### src/rtl/keccak_iota_seq.sv
// keccak_iota_seq: round sequencer and iota XOR stage for the slice-parallel Keccak-f[1600] datapath.
// Define KECCAK_IOTA_ABORT_EN to add the abort input that cancels a permutation in flight.
module keccak_iota_seq #(
   parameter int unsigned PARALLEL_SLICES   = 16,
   parameter int unsigned NUM_SUB_ROUNDS    = 64 / PARALLEL_SLICES,
   parameter int unsigned ROUND_COUNT_WIDTH = $clog2(25 * NUM_SUB_ROUNDS),
   parameter int unsigned MAX_ROUND_COUNT   = 25 * NUM_SUB_ROUNDS - 1
) (
   input  logic                         clk,
   input  logic                         rst,
   input  logic                         start,
`ifdef KECCAK_IOTA_ABORT_EN
   input  logic                         abort,
`endif
   output logic                         busy,
   output logic                         done,
   output logic [ROUND_COUNT_WIDTH-1:0] rc_idx,
   input  logic [PARALLEL_SLICES-1:0]   rc_in,
   input  logic                         in_valid,
   output logic                         in_ready,
   input  logic [PARALLEL_SLICES-1:0]   in_data,
   output logic                         out_valid,
   input  logic                         out_ready,
   output logic [PARALLEL_SLICES-1:0]   out_data
);

   localparam logic [1:0] S_IDLE  = 2'd0;
   localparam logic [1:0] S_RUN   = 2'd1;
   localparam logic [1:0] S_FLUSH = 2'd2;
   localparam logic [1:0] S_DONE  = 2'd3;

   localparam logic [ROUND_COUNT_WIDTH-1:0] K_FIRST = ROUND_COUNT_WIDTH'(NUM_SUB_ROUNDS);
   localparam logic [ROUND_COUNT_WIDTH-1:0] K_LAST  = ROUND_COUNT_WIDTH'(MAX_ROUND_COUNT);
   localparam logic [ROUND_COUNT_WIDTH-1:0] K_ONE   = ROUND_COUNT_WIDTH'(1);

   logic [1:0]                   state_q;
   logic [1:0]                   state_nxt;
   logic [ROUND_COUNT_WIDTH-1:0] k_q;
   logic [ROUND_COUNT_WIDTH-1:0] k_nxt;
   logic                         accept_c;
   logic                         abort_c;
   logic                         abort_hit_c;

`ifdef KECCAK_IOTA_ABORT_EN
   assign abort_c = abort;
`else
   assign abort_c = 1'b0;
`endif

   // State register
   always_ff @(posedge clk) begin
      if (rst) state_q <= S_IDLE;
      else     state_q <= state_nxt;
   end

   // Next state, step counter update and ROM index selection
   always_comb begin
      state_nxt   = state_q;
      k_nxt       = k_q;
      rc_idx      = K_LAST;
      in_ready    = 1'b0;
      accept_c    = 1'b0;
      abort_hit_c = abort_c && ((state_q == S_RUN) || (state_q == S_FLUSH));
      case (state_q)
         S_IDLE: begin
            if (start) begin
               state_nxt = S_RUN;
               k_nxt     = K_FIRST;
               rc_idx    = K_FIRST - K_ONE;
            end
         end
         S_RUN: begin
            in_ready = !out_valid || out_ready;
            accept_c = in_valid && in_ready && !abort_c;
            // Prefetch the next constant on accept, otherwise keep the ROM pointed at the current one
            if (accept_c) begin
               rc_idx = k_q;
               if (k_q == K_LAST) state_nxt = S_FLUSH;
               else               k_nxt     = k_q + K_ONE;
            end else begin
               rc_idx = k_q - K_ONE;
            end
         end
         S_FLUSH: begin
            if (out_valid && out_ready) state_nxt = S_DONE;
         end
         S_DONE: begin
            state_nxt = S_IDLE;
         end
         default: begin
            state_nxt = S_IDLE;
         end
      endcase
      if (abort_hit_c) state_nxt = S_IDLE;
      if (rst) rc_idx = K_LAST;
   end

   // Step counter, iota output register and status flags
   always_ff @(posedge clk) begin
      if (rst) begin
         k_q       <= K_FIRST;
         out_valid <= 1'b0;
         out_data  <= '0;
         busy      <= 1'b0;
         done      <= 1'b0;
      end else begin
         k_q  <= k_nxt;
         busy <= (state_nxt == S_RUN) || (state_nxt == S_FLUSH);
         done <= (state_nxt == S_DONE);
         if (abort_hit_c) begin
            out_valid <= 1'b0;
         end else if (accept_c) begin
            out_valid <= 1'b1;
            out_data  <= in_data ^ rc_in;
         end else if (out_ready) begin
            out_valid <= 1'b0;
         end
      end
   end

endmodule
### config.mk
export PLATFORM = sky130hd
export DESIGN_NAME = keccak_iota_seq
export DESIGN_NICKNAME = d
export VERILOG_FILES = /design/src/rtl/keccak_iota_seq.sv
export SDC_FILE = /design/constraint.sdc
export NUM_CORES = 1
export LEC_CHECK = 0
export CORE_ASPECT_RATIO = 1.1
export CORE_MARGIN = 2
export CORE_UTILIZATION = 55
export DETAILED_ROUTE_END_ITERATION = 10
export DONT_BUFFER_PORTS = 1
export GPL_TIMING_DRIVEN = 0
export PLACE_DENSITY = 0.7
export SLEW_MARGIN = 20
export SYNTH_ARGS = -nofsm -noshare
export SYNTH_HDL_FRONTEND = slang
export SYNTH_SLANG_ARGS = --single-unit
export TNS_END_PERCENT = 1
### constraint.sdc
create_clock -name clk -period 2.3 [get_ports clk]
set_input_delay 0.23 -clock clk [delete_from_list [all_inputs] [get_ports clk]]
set_output_delay 0.23 -clock clk [all_outputs]
set_load 0.05 [all_outputs]
**After elaboration in Yosys (flattened, before gate mapping)**

Cells that the tools add are included.

- Register bits after elaboration: 28
- Output and inout port bits: 27

- Add/subtract/negate cells: 2
- Equality and inequality tests: 10
- Multiplexer cells: 17
- Bitwise operators: 1
- Reduce and logical (&&, ||, !) cells: 9

Operators with widths:

| kind | number |
|---|---|
| $mux 7 | 6 |
| $pmux 7 s2 | 2 |
| $xor 16x16->16 | 1 |
| $eq 2x2->1 const B | 4 |
| $mux 2 | 4 |
| $pmux 2 s4 | 1 |
| $add 7x1->7 const B | 1 |
| $eq 7x7->1 const B | 1 |
| $sub 7x1->7 const B | 1 |
| $eq 2x1->1 const B | 2 |
| $mux 1 | 4 |
| $ne 2x2->1 const B | 2 |
| $reduce_and 4->1 | 1 |
| $reduce_bool 2->1 | 2 |
| $logic_and 1x1->1 | 2 |
| $logic_not 2->1 | 1 |
| $logic_or 1x1->1 | 2 |
| $ne 2x1->1 const B | 1 |
| $logic_not 1->1 | 1 |

**Longest topological paths before layout**

Gate-level depths: netlist of run 1.

- Word-level depth: 7
- Depth in mapped cells: 6
- Mapped depth without buffers: 6

**Worst setup path before layout of run 1**

No wires, ideal clock.

- Kind: register to output
- From: register out_valid
- To: output rc_idx[2]
- Data arrival time: 2.348 ns
- Setup slack: -0.278 ns
- Cell stages (with the launch flop): 5
- Path buffers: 0
- Cell sequence: dfxtp_1 nor2b_1 o21ai_0 xor2_1 nor3_1

- Word-level cells in the longest chain between the ends: 6

Ends and longest elaborated chain:

| item | line | text |
|---|---|---|
| from (decl) | 22 | `output logic out_valid,` |
| from (signal assigned) | 102 | `out_valid <= 1'b0;` |
| from (signal assigned) | 111 | `out_valid <= 1'b0;` |
| from (signal assigned) | 113 | `out_valid <= 1'b1;` |
| $logic_not 1->1 | 73 | `in_ready = !out_valid \|\| out_ready;` |
| $logic_or 1x1->1 | 73 |  |
| $logic_and 1x1->1 | 74 | `accept_c = in_valid && in_ready && !abort_c;` |
| $mux 7 | 76 | `if (accept_c) begin` |
| $pmux 7 s2 | 64 | `case (state_q)` |
| $mux 7 | 95 | `if (rst) rc_idx = K_LAST;` |
| to (decl) | 17 | `output logic [ROUND_COUNT_WIDTH-1:0] rc_idx,` |

No other way between the ends.

**Worst setup path after layout of run 1**

- From: register k_q[0]
- To: output rc_idx[6]

- Word-level cells in the longest chain between the ends: 4

Ends and longest elaborated chain:

| item | line | text |
|---|---|---|
| from (decl) | 38 | `logic [ROUND_COUNT_WIDTH-1:0] k_q;` |
| from (signal assigned) | 107 | `k_q <= k_nxt;` |
| $sub 7x1->7 | 81 | `rc_idx = k_q - K_ONE;` |
| $mux 7 | 76 |  |
| $pmux 7 s2 | 64 |  |
| $mux 7 | 95 |  |

No other way between the ends.

==> results of run 1 <==
[state kept, by name, indices dropped and copies added (netlist names)]
signal     cells
out_data      16
k_q            7
state_q        2
busy           1
done           1
out_valid      1
[kinds of logic after synthesis]
logic type	synth area share, %
flip-flops	36.30
multiplexers	0.7293
buffers and inverters	5.753
AO/OA/AOI/OAI	19.94
AND/OR/NAND/NOR	22.37
XOR/XNOR	12.48
adder cells (fa/ha/maj)	2.431
[stage by stage]
step / hold slack, ns / setup TNS (ns) / total power [mW]
6_report: 0.08467 / -0.002130 / 1.016
5_1_grt: 0.07658 / -0.3095 / 1.066
4_1_cts: 0.08267 / -0.02009 / 1.022
3_5_place_dp: 0.4402 / -0.5964 / 0.7803
3_3_place_gp: 0.4355 / -1.421 / 0.7726
2_1_floorplan: 0.4334 / -1.012 / 0.7504
[area by class of cell]
cell class / instances / area (µm²)
Multi-Input combinational cell: 129 / 972.2
Sequential cell: 28 / 565.5
Clock buffer: 4 / 36.28
Inverter: 4 / 15.01
Tap cell: 33 / 41.29
Fill cell: 256 / 1023
Buffer: 13 / 73.82
[cell usage in the layout (no fill, tap or decap), types with 2 or more instances in the layout]
cell type | netlist | final
sky130_fd_sc_hd__and2_1 | 2 | 2
sky130_fd_sc_hd__clkbuf_4 | 0 | 3
sky130_fd_sc_hd__buf_4 | 3 | 3
sky130_fd_sc_hd__buf_2 | 4 | 4
sky130_fd_sc_hd__nor3_4 | 1 | 4
sky130_fd_sc_hd__xnor2_1 | 21 | 19
sky130_fd_sc_hd__a31oi_1 | 2 | 2
sky130_fd_sc_hd__nor2_1 | 23 | 23
sky130_fd_sc_hd__nor2b_1 | 7 | 7
sky130_fd_sc_hd__inv_1 | 4 | 4
sky130_fd_sc_hd__a21oi_1 | 10 | 8
sky130_fd_sc_hd__clkbuf_1 | 3 | 3
sky130_fd_sc_hd__o21ai_0 | 6 | 5
sky130_fd_sc_hd__nand3_1 | 3 | 3
sky130_fd_sc_hd__xnor2_2 | 0 | 2
sky130_fd_sc_hd__a2111oi_4 | 2 | 2
sky130_fd_sc_hd__nand2_1 | 6 | 5
sky130_fd_sc_hd__dfxtp_1 | 28 | 26
sky130_fd_sc_hd__or3_1 | 3 | 3
sky130_fd_sc_hd__or2_2 | 2 | 2
sky130_fd_sc_hd__a21oi_4 | 0 | 2
sky130_fd_sc_hd__a211oi_1 | 16 | 16
sky130_fd_sc_hd__ha_1 | 3 | 3
[timing repair]
item                                    4_1_cts  5_1_grt
endpoints found under the hold margin         0        0
gates resized for setup                      12        2
gates cloned                                  0        0
pin swaps                                     2        2
endpoints found under the setup margin        6        5
setup buffers                                 0        0
[path summary, 6_finish.rpt]
| check | start | end | slack (ns) | cells past startpoint |
|---|---|---|---|---|
| max | k_q[0] | rc_idx[6] | -0.002 | 6 |
| min | in_data[13] | out_data[13] | 0.08 | 2 |
| max reg2reg | state_q[1] | out_valid | 0.51 | 5 |
| min reg2reg | k_q[1] | k_q[1] | 0.57 | 2 |
[routing by layer]
metal	vias up	wire, µm	track usage (%)
li1	615	-	-
met2	43	1648	34.60
met3	2	212	4.293
met5	-	0	0
met1	580	1332	23.85
met4	0	10	4.286
[where the power goes]
| group | internal (mW) | switching, mW | total (mW) |
|---|---|---|---|
| clock network | 0.0967 | 0.140 | 0.237 |
| registers | 0.510 | 0.0923 | 0.602 |
| logic | 0.0666 | 0.110 | 0.177 |
| total | 0.673 | 0.343 | 1.02 |
==> metrics.md, run 1 <==
| Metric | Value |
|---|---|
| DIE AREA | roughly 0.0032 mm² |
| Share of cells above drive strength 1 | a little under a fifth |
| CP Data Required Time | between 2 and 2.5 ns |
| Most used flip-flop cell after synthesis | sky130_fd_sc_hd__dfxtp_1 |
| Final Routed Wirelength | 3204 µm |
| Post-layout instance area | 0.001704 mm² |
| Effective utilization at floorplan | 56.61% |
| Failing checks | negative setup slack |
| Worst Setup Start Kind | flop |
| Antenna cell count | 0 |
| Post-layout nets | 219 |
| Count of buffer and inverter cells on the critical path | 1 |
| Setup violation total in the final timing report | 1 |
| Number of global-route vias before repair | 1106 |
| Top area cells in the synthesized netlist | sky130_fd_sc_hd__dfxtp_1, sky130_fd_sc_hd__xnor2_1, sky130_fd_sc_hd__a211oi_1 |
| Total global routing overflow | 0 |
| Number of flip-flops and latches in the synthesized netlist | 28 |
| Routed WL per cell | roughly 15 µm |
| Routed via count | 1240 |
| Static Leak | 0.5393 nW |
| Filler-free cell count of the finished design | 211 |
| Number of H-tree branching levels | 1 |
| Max Fanout on Critical Path | 6 |
| Cell type group with the largest total delay on the critical path | compound AO/OA/AOI/OAI gates |
| Fraction of synthesized cell area taken by the top area cell type | 36.30% |
| IO buf count | 0 |
| Worst relative slew slack | 36.52% |
| Later-pin clock latency in the skew report | 0.32 ns |
| Post-synthesis async set-or-reset flop share | 0% |
| Ranking of synthesized cells by instance count | sky130_fd_sc_hd__dfxtp_1, sky130_fd_sc_hd__nor2_1, sky130_fd_sc_hd__xnor2_1 |
| Crit Path Class | flop to primary output |
| Total number of yosys warnings | 0 |
| Slowest-stage cell, CP | sky130_fd_sc_hd__or3b_4 |
| Cells after DPL | 207 |
| Number of max-cap violations | 0 |
| Post-synth cell types | between 40 and 50 |
| Clock slew at the register clock pins of the worst setup and hold paths | about 0.15 ns |
| Sequence of cells on the critical path | inv_1, ha_1, or3b_4, a2111oi_4, xnor2_2, a21oi_4 |
| Final core utilization | about 62% |
| Top-count cell post-synth | sky130_fd_sc_hd__dfxtp_1 |
| PnR worst setup slack | -0.002130 ns |
| Final hold violations | 0 |
| Number of buffers inserted during clock tree synthesis | 3 |
| Core footprint | between 0.002 and 0.003 mm² |
| Cell taking the most area after synthesis | sky130_fd_sc_hd__dfxtp_1 |
| Fin Clk Skew | 0.006572 ns |
| TritonCTS clock tree | built |
| Pre-antenna DRT Iters | 4 |
| Floorplan die height | 59.57 µm |
| Nets in the synthesized netlist | 214 |
| Area after DPL | 0.001600 mm² |
| Maximum count of clock buffers along a single path | 2 |
| Total DRC errors in the routed layout | 0 |
| Ratio of final minimum period to clock period | 100.1% |
| Number of enable flip-flop cells after synthesis | 0 |
| HPWL after detailed placement | 2442 µm |
| Data arrival time of the critical path | 2.07 ns |
| Wire length of the first global-routing pass | 4795 µm |
| Clock root buffer master | sky130_fd_sc_hd__clkbuf_4 |
| Cell Area, Synth | 0.001544 mm² |
| Hold Crit Class | input pin to flop |
| Power per unit of standard cell area | a little under 600 mW/mm² |
| Top achievable clock speed | around 430 MHz |
| Total GRT Usage | between 10% and 20% |
| Number of I/O pins | 64 |
| Mean instance size in the synthesized netlist | 8.873 µm² |
| Max Transition Viols Final | 0 |
| Number of routed nets with antenna violations | 0 |
| Std-Cell Rows | 20 |
| Starting DRC count in detailed routing | 33 |
| Final weighted congestion of routability-driven global placement | 0.8645 |
| VDD IR max | 0.0003852 V |
| RSZ-0062 raised after global routing | yes |
| Hold Buf Count CTS | 0 |
| Share of the yosys chip area belonging to registers | 36.30% |
| Sink count of the clock tree | 28 |
| Sort of element at the end of the critical path | primary output |
| Antenna violations before repair | 0 |
| Number of cells produced by synthesis | 174 |
| Worst setup slack after placement | -0.3237 ns |
| Via density per instance | between 5 and 6 |
| Status | complete, but fails checks |
| Critical Path Max Stage Delay | 0.40 ns |
| Shortest period the worst path allows | 2.302 ns |
| Synth-to-Final Area Change | 10.37% |
| Worst-Margin Slew | 0.9487 ns |
| Die X-Extent | 54.52 µm |
| Maximum number of pins on one net before global-route repair | 16 |
(Power assumes the default switching activity.)
==> inputs of run 2 (changes only) <==
--- a/config.mk
+++ b/config.mk
@@ -5,13 +5,16 @@
 export SDC_FILE = /design/constraint.sdc
 export NUM_CORES = 1
 export LEC_CHECK = 0
+export CELL_PAD_IN_SITES_DETAIL_PLACEMENT = 2
+export CELL_PAD_IN_SITES_GLOBAL_PLACEMENT = 2
 export CORE_ASPECT_RATIO = 1.1
 export CORE_MARGIN = 2
-export CORE_UTILIZATION = 55
+export CORE_UTILIZATION = 37
 export DETAILED_ROUTE_END_ITERATION = 10
 export DONT_BUFFER_PORTS = 1
 export GPL_TIMING_DRIVEN = 0
-export PLACE_DENSITY = 0.7
+export MAX_ROUTING_LAYER = met4
+export PLACE_DENSITY_LB_ADDON = 0.1
 export SLEW_MARGIN = 20
 export SYNTH_ARGS = -nofsm -noshare
 export SYNTH_HDL_FRONTEND = slang
==> constraint.sdc (replaced) <==
create_clock -name clk -period 2.9 [get_ports clk]
set_input_delay 0.29 -clock clk [delete_from_list [all_inputs] [get_ports clk]]
set_output_delay 0.29 -clock clk [all_outputs]
set_load 0.05 [all_outputs]
==> run 2 against run 1 <==
The flow now finishes without violations. Die area increased by 45%. Largest power group unchanged. Cell area decreased by 1.0%. Critical path depth decreased by 2. Highest routed layer unchanged. Sequential share of layout area about the same. Clock skew decreased by 0.00058 ns. Final cell count increased by 9.0%. Largest cell class unchanged.
==> metrics.md, run 2 (synthesis results as in run 1) <==
| Metric | Value |
|---|---|
| Antenna cell count | 0 (unchanged) |
| Max Transition Viols Final | 0 (unchanged) |
| Highest-utilization routing layer at the global route stage | met2 (unchanged) |
| Fraction of met1 tracks used by global routing | 20.96% (was 23.85%) |
| Die X-Extent | 65.59 µm (was 54.52 µm) |
| Sort of element at the end of the critical path | primary output (unchanged) |
| Antenna violations before repair | 0 (unchanged) |
| Total GRT Usage | 19.18% (was 19.60%) |
| Met3 demand-to-capacity share in global routing | 3.611% (was 4.293%) |
| Number of H-tree branching levels | 1 (unchanged) |
| Status | finished clean (was complete, but fails checks) |
| Hold Buf Count CTS | 0 (unchanged) |
| Area after DPL | 0.001624 mm² (was 0.001600 mm²) |
| Starting DRC count in detailed routing | 33 (unchanged) |
| CP Data Required Time | 2.61 ns (was 2.07 ns) |
| TritonCTS clock tree | built (unchanged) |
| Number of I/O pins | 64 (unchanged) |
| Filler-free cell count of the finished design | 230 (was 211) |
| Ratio of final minimum period to clock period | 92.68% |
| Routed via count | 1284 (was 1240) |
| Final hold violations | 0 (unchanged) |
| Gates resized, CTS repair | 2 (was 12) |
| Later-pin clock latency in the skew report | 0.28 ns (was 0.32 ns) |
| Post-layout nets | 219 (unchanged) |
| Data arrival time of the critical path | 2.40 ns (was 2.07 ns) |
| Static Leak | 0.5254 nW (was 0.5393 nW) |
| Maximum count of clock buffers along a single path | 2 (unchanged) |
| Crit Path Class | flop to primary output (unchanged) |
| Worst-Margin Slew | 0.9988 ns (was 0.9487 ns) |
| RSZ-0062 raised after global routing | no (was yes) |
| Clock root buffer master | sky130_fd_sc_hd__clkbuf_8 (was sky130_fd_sc_hd__clkbuf_4) |
| Shortest period the worst path allows | 2.688 ns |
| Floorplan die height | 71.75 µm (was 59.57 µm) |
| Maximum number of pins on one net before global-route repair | 16 (unchanged) |
| PnR worst setup slack | 0.2122 ns (was -0.002130 ns) |
| Pre-antenna DRT Iters | 4 (unchanged) |
| Highest-count cells in the layout ignoring fill and taps | sky130_fd_sc_hd__dfxtp_1, sky130_fd_sc_hd__nor2_1, sky130_fd_sc_hd__xnor2_1, sky130_fd_sc_hd__a211oi_1, sky130_fd_sc_hd__a21oi_1 (unchanged) |
| Number of global-route vias before repair | 1425 (was 1106) |
| Number of buffers inserted during clock tree synthesis | 3 (unchanged) |
| Max Fanout on Critical Path | 7 (was 6) |
| Setup Total Neg Slack | 0 ns (was -0.002130 ns) |
| Power per unit of standard cell area | 513.7 mW/mm² (was 596.2 mW/mm²) |
| Final weighted congestion of routability-driven global placement | 0.7633 (was 0.8645) |
| Post-layout total power | 0.8664 mW (was 1.016 mW) |
| IO buf count | 0 (unchanged) |
| Register bank with the most flops | out_data (unchanged) |
| DIE AREA | 0.004706 mm² (was 0.003247 mm²) |
| Met2 track demand over resource in global routing | 33.90% (was 34.60%) |
| Core footprint | 0.003994 mm² (was 0.002728 mm²) |
| Cells after DPL | 226 (was 207) |
| Setup violation total in the final timing report | 0 (was 1) |
| Number of buffers inserted by post-CTS setup repair | 0 (unchanged) |
| Hold Crit Class | input pin to flop (unchanged) |
| Worst setup slack after placement | 0.2008 ns (was -0.3237 ns) |
| Max reg flops | 16 (unchanged) |
| Total global routing overflow | 0 (unchanged) |
| Post-layout instance area | 0.001687 mm² (was 0.001704 mm²) |
| Most common cell after layout, fill and taps aside | sky130_fd_sc_hd__dfxtp_1 (unchanged) |
| Std-Cell Rows | 24 (was 20) |
| Sink count of the clock tree | 28 (unchanged) |
| Synth-to-Final Area Change | 9.238% (was 10.37%) |
| Regs by FF count | out_data (16), k_q (7), state_q (2) (unchanged) |
| Top achievable clock speed | 372.0 MHz |
| Via density per instance | 5.583 (was 5.877) |
| Worst relative slew slack | 32.96% (was 36.52%) |
| Worst Setup Start Kind | flop (unchanged) |
| Number of max-cap violations | 0 (unchanged) |
| Routed WL per cell | 17.97 µm (was 15.18 µm) |
| VDD IR max | 0.0002242 V (was 0.0003852 V) |
| Share of cells above drive strength 1 | 15.73% (was 19.10%) |
| Total DRC errors in the routed layout | 0 (unchanged) |
| Final Routed Wirelength | 4132 µm (was 3204 µm) |
| Number of routed nets with antenna violations | 0 (unchanged) |
| Fin Clk Skew | 0.005996 ns (was 0.006572 ns) |
| Effective utilization at floorplan | 38.66% (was 56.61%) |
| Clock slew at the register clock pins of the worst setup and hold paths | 0.10 ns (was 0.15 ns) |
| HPWL after detailed placement | 3235 µm (was 2442 µm) |
| Wire length of the first global-routing pass | 6741 µm (was 4795 µm) |
-- run 2: cell counts in the layout (fill, tap and decap cells not counted) --
No cell type changed its count.
-- run 2: power by group --
| group | internal (mW) | switching (mW) |
|---|---|---|
| sequential | 0.404 | 0.0743 |
| clock | 0.122 | 0.129 |
| combinational | 0.0508 | 0.0868 |
| total | 0.577 | 0.290 |
-- run 2: per-layer routing --
layer	wire length [µm]	up-vias
met1	1658	617
met5	0	-
met4	98	0
met2	2140	45
li1	-	614
met3	235	8
-- run 2: layout make-up --
type                       count  area, µm²
multi-input combinational    129      917.1
fill                         461       2307
inverter                       4      15.01
buffer                        13      73.82
sequential                    28      560.5
tap                           52      65.06
clock buffer                   4      55.05
-- run 2: critical path, cell delays in order, from the launching register on --
cell and delay (ns):
sky130_fd_sc_hd__dfxtp_1 0.69, sky130_fd_sc_hd__or2b_4 0.39, sky130_fd_sc_hd__a2111oi_4 0.39, sky130_fd_sc_hd__xnor2_1 0.13, sky130_fd_sc_hd__a21oi_2 0.51
-- run 2: through the flow --
step	hold WS, ns	util [%]
finish	0.1994	42.23
global route	0.2057	42.23
CTS	0.1982	42.23
detailed placement	0.5045	40.66
global placement	0.4983	40.29
floorplan	0.4934	-
-- run 2: final timing paths --
kind,cells past startpoint,slack [ns],to,startpoint
min,2,0.20,out_data[9],in_data[9]
min reg2reg,2,0.57,k_q[6],k_q[6]
max reg2reg,5,0.84,k_q[0],out_valid
max,4,0.21,rc_idx[5],out_valid
==> inputs of run 3 (changes only) <==
--- a/config.mk
+++ b/config.mk
@@ -15,6 +15,7 @@
 export GPL_TIMING_DRIVEN = 0
 export MAX_ROUTING_LAYER = met4
 export PLACE_DENSITY_LB_ADDON = 0.1
+export SETUP_SLACK_MARGIN = 0.5
 export SLEW_MARGIN = 20
 export SYNTH_ARGS = -nofsm -noshare
 export SYNTH_HDL_FRONTEND = slang
==> constraint.sdc (replaced) <==
create_clock -name clk -period 2.9 [get_ports clk]
set_input_delay 0 -clock clk [delete_from_list [all_inputs] [get_ports clk]]
set_output_delay 0 -clock clk [all_outputs]
set_load 0.05 [all_outputs]
==> run 3 against run 2 <==
Non-clock buffer count increased by 33. Maximum frequency rose by 11%. Critical endpoint is now rc_idx[1]. Cell area up 20%. Worst setup slack improved by 0.26 ns. Count of clock-buffer cells in the layout unchanged. Via count up 14%. Combinational power increased by 51%. Clock power up 3%. Final cell count is 14% higher. Wire length rose by 40%. Hold slack got worse by 0.20 ns. Die area unchanged. The flow now finishes with violations (negative hold slack).
==> metrics.md, run 3 (synthesis results as in run 1) <==
| Metric | Value |
|---|---|
| Status | complete, but fails checks (was finished clean) |
| Failing checks | negative hold slack |
| Final Routed Wirelength | 5771 µm (was 4132 µm) |
| Later-pin clock latency in the skew report | 0.28 ns (about the same) |
| Worst Setup Start Kind | flop (unchanged) |
| CP Data Required Time | 2.90 ns (was 2.61 ns) |
| Area of combinational cells with multiple inputs | 923.4 µm² (was 917.1 µm²) |
| Power per unit of standard cell area | 468.6 mW/mm² (was 513.7 mW/mm²) |
| Number of global-route vias before repair | 1687 (was 1425) |
| Antenna violations before repair | 0 (unchanged) |
| Pre-antenna DRT Iters | 4 (unchanged) |
| Synth-to-Final Area Change | 31.04% (was 9.238%) |
| Via density per instance | 5.544 (was 5.583) |
| Antenna cell count | 0 (unchanged) |
| Cell type group with the largest total delay on the critical path | compound AO/OA/AOI/OAI gates (unchanged) |
| Data arrival time of the critical path | 2.43 ns (was 2.40 ns) |
| Post-layout total power | 0.9481 mW (was 0.8664 mW) |
| Maximum count of clock buffers along a single path | 2 (unchanged) |
| Std-Cell Rows | 24 (unchanged) |
| Most common cell after layout, fill and taps aside | sky130_fd_sc_hd__dlygate4sd3_1 (was sky130_fd_sc_hd__dfxtp_1) |
| Slowest-stage cell, CP | sky130_fd_sc_hd__o21ai_1 (was sky130_fd_sc_hd__dfxtp_1) |
| Fin Clk Skew | 0.003046 ns (was 0.005996 ns) |
| Total global routing overflow | 0 (unchanged) |
| Clock slew at the register clock pins of the worst setup and hold paths | 0.10 ns (about the same) |
| Fill cell instance count of the final layout | 420 (was 461) |
| Count of buffer and inverter cells on the critical path | 0 (unchanged) |
| Core footprint | 0.003994 mm² (unchanged) |
| Max reg flops | 16 (unchanged) |
| Clock root buffer master | sky130_fd_sc_hd__clkbuf_8 (unchanged) |
| Max Transition Viols Final | 0 (unchanged) |
| Floorplan die height | 71.75 µm (unchanged) |
| Number of max-cap violations | 0 (unchanged) |
| Number of buffers inserted during clock tree synthesis | 3 (unchanged) |
| Total GRT Usage | 26.94% (was 19.18%) |
| Final hold violations | 1 (was 0) |
| Sequential cell area | 560.5 µm² (unchanged) |
| Sort of element at the end of the critical path | primary output (unchanged) |
| Routed via count | 1458 (was 1284) |
| HPWL after detailed placement | 3235 µm (unchanged) |
| Top achievable clock speed | 411.4 MHz (was 372.0 MHz) |
| Number of buffers inserted by post-CTS setup repair | 0 (unchanged) |
| Wire length of the first global-routing pass | 9280 µm (was 6741 µm) |
| Setup violation total in the final timing report | 0 (unchanged) |
| TritonCTS clock tree | built (unchanged) |
| Final weighted congestion of routability-driven global placement | 0.7633 (unchanged) |
| Sequence of cells on the critical path | or2b_4, nand2_1, nor2_1, o21ai_1 (was or2b_4, a2111oi_4, xnor2_1, a21oi_2) |
| Highest-count cells in the layout ignoring fill and taps | sky130_fd_sc_hd__dlygate4sd3_1, sky130_fd_sc_hd__dfxtp_1, sky130_fd_sc_hd__nor2_1, sky130_fd_sc_hd__xnor2_1, sky130_fd_sc_hd__a211oi_1 (was sky130_fd_sc_hd__dfxtp_1, sky130_fd_sc_hd__nor2_1, sky130_fd_sc_hd__xnor2_1, sky130_fd_sc_hd__a211oi_1, sky130_fd_sc_hd__a21oi_1) |
| Routed WL per cell | 21.94 µm (was 17.97 µm) |
| Static Leak | 0.6666 nW (was 0.5254 nW) |
| Shortest period the worst path allows | 2.431 ns (was 2.688 ns) |
| Register bank with the most flops | out_data (unchanged) |
| RSZ-0062 raised after global routing | yes (was no) |
| Total DRC errors in the routed layout | 0 (unchanged) |
| Number of routed nets with antenna violations | 0 (unchanged) |
| Starting DRC count in detailed routing | 49 (was 33) |
| Number of I/O pins | 64 (unchanged) |
| DIE AREA | 0.004706 mm² (unchanged) |
| Setup Total Neg Slack | 0 ns (unchanged) |
| Sink count of the clock tree | 28 (unchanged) |
| Post-layout instance area | 0.002023 mm² (was 0.001687 mm²) |
| Die X-Extent | 65.59 µm (unchanged) |
| Hold Crit Class | input pin to flop (unchanged) |
| Final core utilization | 50.66% (was 42.23%) |
| VDD IR max | 0.0001972 V (was 0.0002242 V) |
| Crit Path Class | flop to primary output (unchanged) |
| Maximum number of pins on one net before global-route repair | 16 (unchanged) |
| Regs by FF count | out_data (16), k_q (7), state_q (2) (unchanged) |
| Worst-Margin Slew | 1.014 ns (was 0.9988 ns) |
| Area after DPL | 0.001624 mm² (unchanged) |
| Worst Hold Slack | -0.00001188 ns (was 0.1994 ns) |
| Share of cells above drive strength 1 | 13.27% (was 15.73%) |
| Number of H-tree branching levels | 1 (unchanged) |
| IO buf count | 0 (unchanged) |
| Ratio of final minimum period to clock period | 83.81% (was 92.68%) |
| Post-layout nets | 252 (was 219) |
| Critical Path Max Stage Delay | 0.80 ns (was 0.69 ns) |
| Max Fanout on Critical Path | 7 (unchanged) |
| Effective utilization at floorplan | 38.66% (unchanged) |
| Worst relative slew slack | 31.97% (was 32.96%) |
-- run 3: changes by cell type in the layout (fill, tap and decap cells not counted), sizes merged --
cell | previous run | this run
dlygate4sd3 | 0 | 33
-- run 3: final timing paths --
check	from	end	slack [ns]	depth (start not counted)
hold reg to reg	k_q[6]	k_q[6]	0.59	2
setup / recovery	out_valid	rc_idx[1]	0.47	4
setup reg to reg	out_valid	k_q[0]	0.72	5
hold / removal	out_ready	out_valid	-0.00001	2
-- run 3: layout make-up --
class / instances / share of cell area, %
tap: 52 / 3.216
multi-input combinational: 129 / 45.64
inverter: 4 / 0.7421
buffer: 13 / 3.649
sequential: 28 / 27.71
timing repair buffer: 33 / 16.33
clock buffer: 4 / 2.721
-- run 3: metal layers --
metal  vias to the layer above  wire length [µm]  global-route usage, %
li1                        681                 -                      -
met1                       713              2387                  32.38
met2                        60              3067                  48.41
met3                         4               269                  2.983
met4                         0                47                  5.556
met5                         -                 0                      -
-- run 3: worst reg2reg max path, delay by kind of cell (launching register included) --
family,cells,cell delay [ns]
and+or+nand+nor,1,0.40
buffers and inverters,1,0.27
AOI/OAI and AO/OA,2,0.40
muxes,1,0.31
DFF,1,0.70
-- run 3: repair_timing --
action | in CTS | in global routing
hold buffers | 33 | 0
gates cloned | 0 | 0
gates resized for setup | 2 | 1
setup endpoints to repair | 2 | 4
hold endpoints to repair | 20 | 0
-- run 3: power by group --
group	switching, mW	leakage, nW	internal (mW)
registers	0.0780	0.229	0.404
logic	0.114	0.409	0.0940
clock network	0.136	0.0288	0.122
total	0.328	0.667	0.620
-- run 3: through the flow --
stage	std cells	hold slack, ns	setup WS [ns]
CTS	263	0.005187	0.4767
global route	263	0.006228	0.3956
detailed placement	226	0.2145	0.4908
global placement	226	0.2083	0.4159
floorplan	174	0.2034	0.5521
finish	263	-0.00001188	0.4694
